### config.mk
export PLATFORM = sky130hd
export DESIGN_NAME = uart_rx
export DESIGN_NICKNAME = d
export VERILOG_FILES = /design/src/rtl/uart_rx.sv
export SDC_FILE = /design/constraint.sdc
export NUM_CORES = 1
export LEC_CHECK = 0
export BUFFER_PORTS_ARGS = -buffer_cell sky130_fd_sc_hd__buf_2
export CELL_PAD_IN_SITES_DETAIL_PLACEMENT = 0
export CELL_PAD_IN_SITES_GLOBAL_PLACEMENT = 1
export CORE_ASPECT_RATIO = 1.75
export CORE_MARGIN = 4
export CORE_UTILIZATION = 35
export CTS_BUF_LIST = sky130_fd_sc_hd__clkbuf_8 sky130_fd_sc_hd__clkbuf_16
export DETAILED_ROUTE_END_ITERATION = 8
export PLACE_DENSITY_LB_ADDON = 0.1
export SYNTH_ARGS = -nofsm -noshare
export SYNTH_HDL_FRONTEND = slang
export SYNTH_SLANG_ARGS = --single-unit
export TNS_END_PERCENT = 20
### constraint.sdc
create_clock -name i_clk -period 1.99 [get_ports i_clk]
set_input_delay 0.0995 -clock i_clk [delete_from_list [all_inputs] [get_ports i_clk]]
set_output_delay 0.0995 -clock i_clk [all_outputs]
set_load 0.03 [all_outputs]
### src/rtl/uart_rx.sv
// uart_rx -- 8N1 serial receiver.
//
// Deserializes frames of 1 start bit, 8 data bits (LSB first) and 1 stop
// bit arriving on an asynchronous line. Each bit lasts CLK_PER_BIT clocks.
// Received bytes are offered to the consumer on a valid/ready interface.
// Framing errors and overruns are reported as one-cycle pulses.
//
// Parameters
//   CLK_PER_BIT   clocks per serial bit (>= 4, must match the transmitter)
// Ports
//   i_clk         clock
//   i_rst         synchronous, active-high reset
//   i_rx          serial line, asynchronous to i_clk, idles high
//   o_data        received byte, stable while o_data_valid is high
//   o_data_valid  byte available, held until accepted
//   i_data_rdy    consumer accepts; transfer on o_data_valid & i_data_rdy
//   o_frame_err   one-cycle pulse: stop bit sampled low, byte discarded
//   o_overrun     one-cycle pulse: finished byte dropped, output still full
module uart_rx #(
  parameter int CLK_PER_BIT = 4
) (
  input  logic       i_clk,
  input  logic       i_rst,
  input  logic       i_rx,
  output logic [7:0] o_data,
  output logic       o_data_valid,
  input  logic       i_data_rdy,
  output logic       o_frame_err,
  output logic       o_overrun
);

  localparam int CW   = $clog2(CLK_PER_BIT);
  localparam int HALF = (CLK_PER_BIT - 1) / 2;

  localparam logic [CW-1:0] CNT_HALF = CW'(HALF);
  localparam logic [CW-1:0] CNT_LAST = CW'(CLK_PER_BIT - 1);

  typedef enum logic [2:0] {
    IDLE,
    START,
    DATA,
    STOP,
    BREAK
  } state_t;

  state_t        state, state_n;
  logic          rx_s1, rx_s2;
  logic [CW-1:0] cnt, cnt_n;
  logic [2:0]    idx, idx_n;
  logic [7:0]    shift, shift_n;
  logic          deliver;
  logic          frame_err;

  // Two-flop synchronizer. Reset high so a reset never looks like a start edge.
  always_ff @(posedge i_clk) begin
    if (i_rst) begin
      rx_s1 <= 1'b1;
      rx_s2 <= 1'b1;
    end else begin
      rx_s1 <= i_rx;
      rx_s2 <= rx_s1;
    end
  end

  // State and bit-timing registers.
  always_ff @(posedge i_clk) begin
    if (i_rst) begin
      state <= IDLE;
      cnt   <= '0;
      idx   <= '0;
      shift <= '0;
    end else begin
      state <= state_n;
      cnt   <= cnt_n;
      idx   <= idx_n;
      shift <= shift_n;
    end
  end

  // Next-state logic. The start bit is re-checked half a bit in, which both
  // filters glitches and moves every later sample to the middle of its bit.
  always_comb begin
    state_n   = state;
    cnt_n     = cnt;
    idx_n     = idx;
    shift_n   = shift;
    deliver   = 1'b0;
    frame_err = 1'b0;
    case (state)
      IDLE: begin
        if (!rx_s2) begin
          state_n = START;
          cnt_n   = '0;
        end
      end
      START: begin
        if (cnt == CNT_HALF) begin
          if (!rx_s2) begin
            state_n = DATA;
            cnt_n   = '0;
            idx_n   = '0;
          end else begin
            state_n = IDLE;
          end
        end else begin
          cnt_n = cnt + 1'b1;
        end
      end
      DATA: begin
        if (cnt == CNT_LAST) begin
          cnt_n   = '0;
          shift_n = {rx_s2, shift[7:1]};
          if (idx == 3'd7) state_n = STOP;
          else             idx_n   = idx + 3'd1;
        end else begin
          cnt_n = cnt + 1'b1;
        end
      end
      STOP: begin
        if (cnt == CNT_LAST) begin
          cnt_n = '0;
          if (rx_s2) begin
            deliver = 1'b1;
            state_n = IDLE;
          end else begin
            frame_err = 1'b1;
            state_n   = BREAK;
          end
        end else begin
          cnt_n = cnt + 1'b1;
        end
      end
      BREAK: begin
        // A held-low line must go high before a new start is accepted.
        if (rx_s2) state_n = IDLE;
      end
      default: state_n = IDLE;
    endcase
  end

  // Output register. A byte finished while the previous one is still
  // unaccepted is dropped; an accept on the same cycle frees the slot.
  always_ff @(posedge i_clk) begin
    if (i_rst) begin
      o_data       <= '0;
      o_data_valid <= 1'b0;
      o_frame_err  <= 1'b0;
      o_overrun    <= 1'b0;
    end else begin
      o_frame_err <= frame_err;
      o_overrun   <= 1'b0;
      if (deliver) begin
        if (!o_data_valid || i_data_rdy) begin
          o_data       <= shift;
          o_data_valid <= 1'b1;
        end else begin
          o_overrun <= 1'b1;
        end
      end else if (o_data_valid && i_data_rdy) begin
        o_data_valid <= 1'b0;
      end
    end
  end

endmodule

==> out/results.txt <==
Outcome - complete, no violations
Synthesis-stage register bit count - 29
Drt total wl - 2420 um
Setup_tns - 0 ns
Area of the multi-input gates - 627 sq um
Setup violators final - 0
Crit path DAT - 1.95 ns
DRT antenna net count - 0
Clock sink count - 29
Synth area leader - dfxtp_1
First-pass GRT wire length - 4260 um
Max Fclk - 0.574 GHz
TritonCTS Buffers - 5
Clock Latency Late Sink - 0.27 ns
Library cells used by synthesis - 35
Commonest non-fill, non-tap cells in the layout - 29 x dfxtp_1, 20 x mux2i_1, 18 x nor2_1
Hold WC Path Type - input port to flop
Min-delay src - i_data_rdy
H-tree levels - 2
Initial antenna violation count - 0
Core Rows - 28
DRC viols - 0
Clock transition at path regs - 0.06 ns
CTS Hold Bufs - 1
Most common library cell in the layout ignoring fill and taps - dfxtp_1
Nature of the critical path endpoint - flop
Die Area - 4690 sq um
Diodes inserted - 0
Detail Placement HPWL - 1770 um
Area contributors post-synth - dfxtp_1 46%, mux2i_1 16%, nor2_1 5.3%
RSZ-0062 raised after global routing - no
Cell area after synthesis - 1270 sq um
Drt pass-1 iters - 4
Leakage - 0.599 nW
Final hold vios - 0
Clk_skew - 0.00141 ns
Gr ovfl total - 0
Ports - 15
Final layout net count - 152
Pwr dens - 779 nW/um^2
Die X - 53.5 um
Via count - 928
Register area - 581 sq um
Vias in the first global route - 952
Max-slew violation count - 0
Critical path type - flop to flop
Startpoint types - flop
Share of layout cells above drive strength 1 - 20.7%
Fin util - 43.1%
Filler Cell Count - 379
Core Area - 3430 sq um
CTS tree - done
Root buf cell - clkbuf_8
Reg-to-reg slack, setup - 0.25 ns
Yosys warning total - 0
Max clock buf depth - 2
Avg Inst Size Synth - 9.92 sq um
Yosys top cell area share - 45.7%
Starting Density - 37.0%
Tcrit/Tclk final - 87.6%
Tmin final - 1.74 ns
Pin count of the biggest net entering global routing - 30
DR iter-0 viols - 15
CP max FO - 3
# Post-CTS Setup Buffers - 0
Register area share after synthesis - 45.7%
Avg WL per Cell - 12.7 um
Relative slew slack - 67.0%
Syn-to-layout area delta - 16.5%
Max-cap violations - 0
WP data required - 2.19 ns
Gpl congestion - 0.695
Mapped Cells - 128
R2R Path Start - idx[0]
Die height - 87.7 um
Tot GR Track Use - 12.5%
Crit path from - idx[0]
PortBufs - 14
Resized cells post-CTS - 0
Total power - 1.15 mW
Pre-CTS WS - 0.245 ns
Peak supply drop - 0.422 mV
Mapped Nets - 136
Final worst setup slack - 0.247 ns
Worst slew pin tran - 0.494 ns
Vias per cell - 4.88
## per-stage QoR
stage	instance area, sq um	std cells	hold slack (ns)
6_report	1480	190	0.151
5_1_grt	1480	190	0.158
4_1_cts	1480	190	0.141
3_5_place_dp	1370	181	0.286
3_3_place_gp	1370	181	0.281
2_1_floorplan	1270	128	0.203
## critical path: stages, from the launching register on
cell and delay [ns]:
dfxtp_1 0.32, ha_1 0.21, ha_1 0.22, inv_1 0.08
a31oi_1 0.13, a2111oi_4 0.48, mux2i_1 0.23
## state kept, by name, summed over array words and instances, names as in the netlist
register,cells
cnt,2
idx,3
o_data,8
o_data_valid,1
o_frame_err,1
o_overrun,1
rx_s1,1
rx_s2,1
shift,8
state,3
## worst paths after layout
path                                  end  cells past startpoint
worst max-delay path               idx[0]                      6
worst min-delay path            o_overrun                      3
worst max register to register     idx[0]                      6
worst min register to register      rx_s2                      1
## layout make-up
type	instances	area share, %
Clock buffer	7	6.51
Clock inverter	1	0.338
Inverter	5	1.27
Multi-Input combinational cell	86	42.4
Sequential cell	29	39.3
Tap cell	45	3.81
Timing Repair Buffer	17	6.43
## power breakdown
| part | internal [mW] | switching [mW] |
|---|---|---|
| clock network | 0.312 | 0.213 |
| logic | 0.0161 | 0.0205 |
| registers | 0.585 | 0.00636 |
## per-layer routing
| layer | GRT usage [%] | vias up | part of all wire [%] |
|---|---|---|---|
| li1 | - | 477 | - |
| met1 | 13.6 | 430 | 42 |
| met2 | 20.8 | 14 | 53 |
| met3 | 4.09 | 7 | 2.9 |
| met4 | 6.98 | 0 | 2.5 |
| met5 | 0 | - | 0 |
## cell usage after synthesis
master and n:
a21oi_1 3, o31ai_1 1, o21ai_0 1, nor4b_1 1, a2111oi_4 1, buf_6 1, nor3b_1 1, a311oi_1 1
nor2_1 18, or2_2 2, nor2b_1 1, o311ai_0 1, clkbuf_1 4, nand3_2 1, a21boi_0 1, a31o_2 1
or3_1 1, dfxtp_1 29, a32o_1 1, buf_4 1, ha_1 4, mux2i_1 20, a211o_1 1, and4_1 1
nand2_1 6, a2111oi_0 1, nor4_1 1, and4b_1 1, buf_2 2, nor3b_2 1, nand2b_1 6, a31oi_1 3
inv_1 5, nor3_1 4, nand3_1 1
## logic make-up after synthesis
family	Yosys count	share of synthesized area, %
simple gates	46	19.0
buf+inv	13	4.93
compound gates	16	10.6
mux	20	15.8
flops	29	45.7
fa+ha+maj	4	3.94
Note: power is estimated with default switching activity, not from simulation.
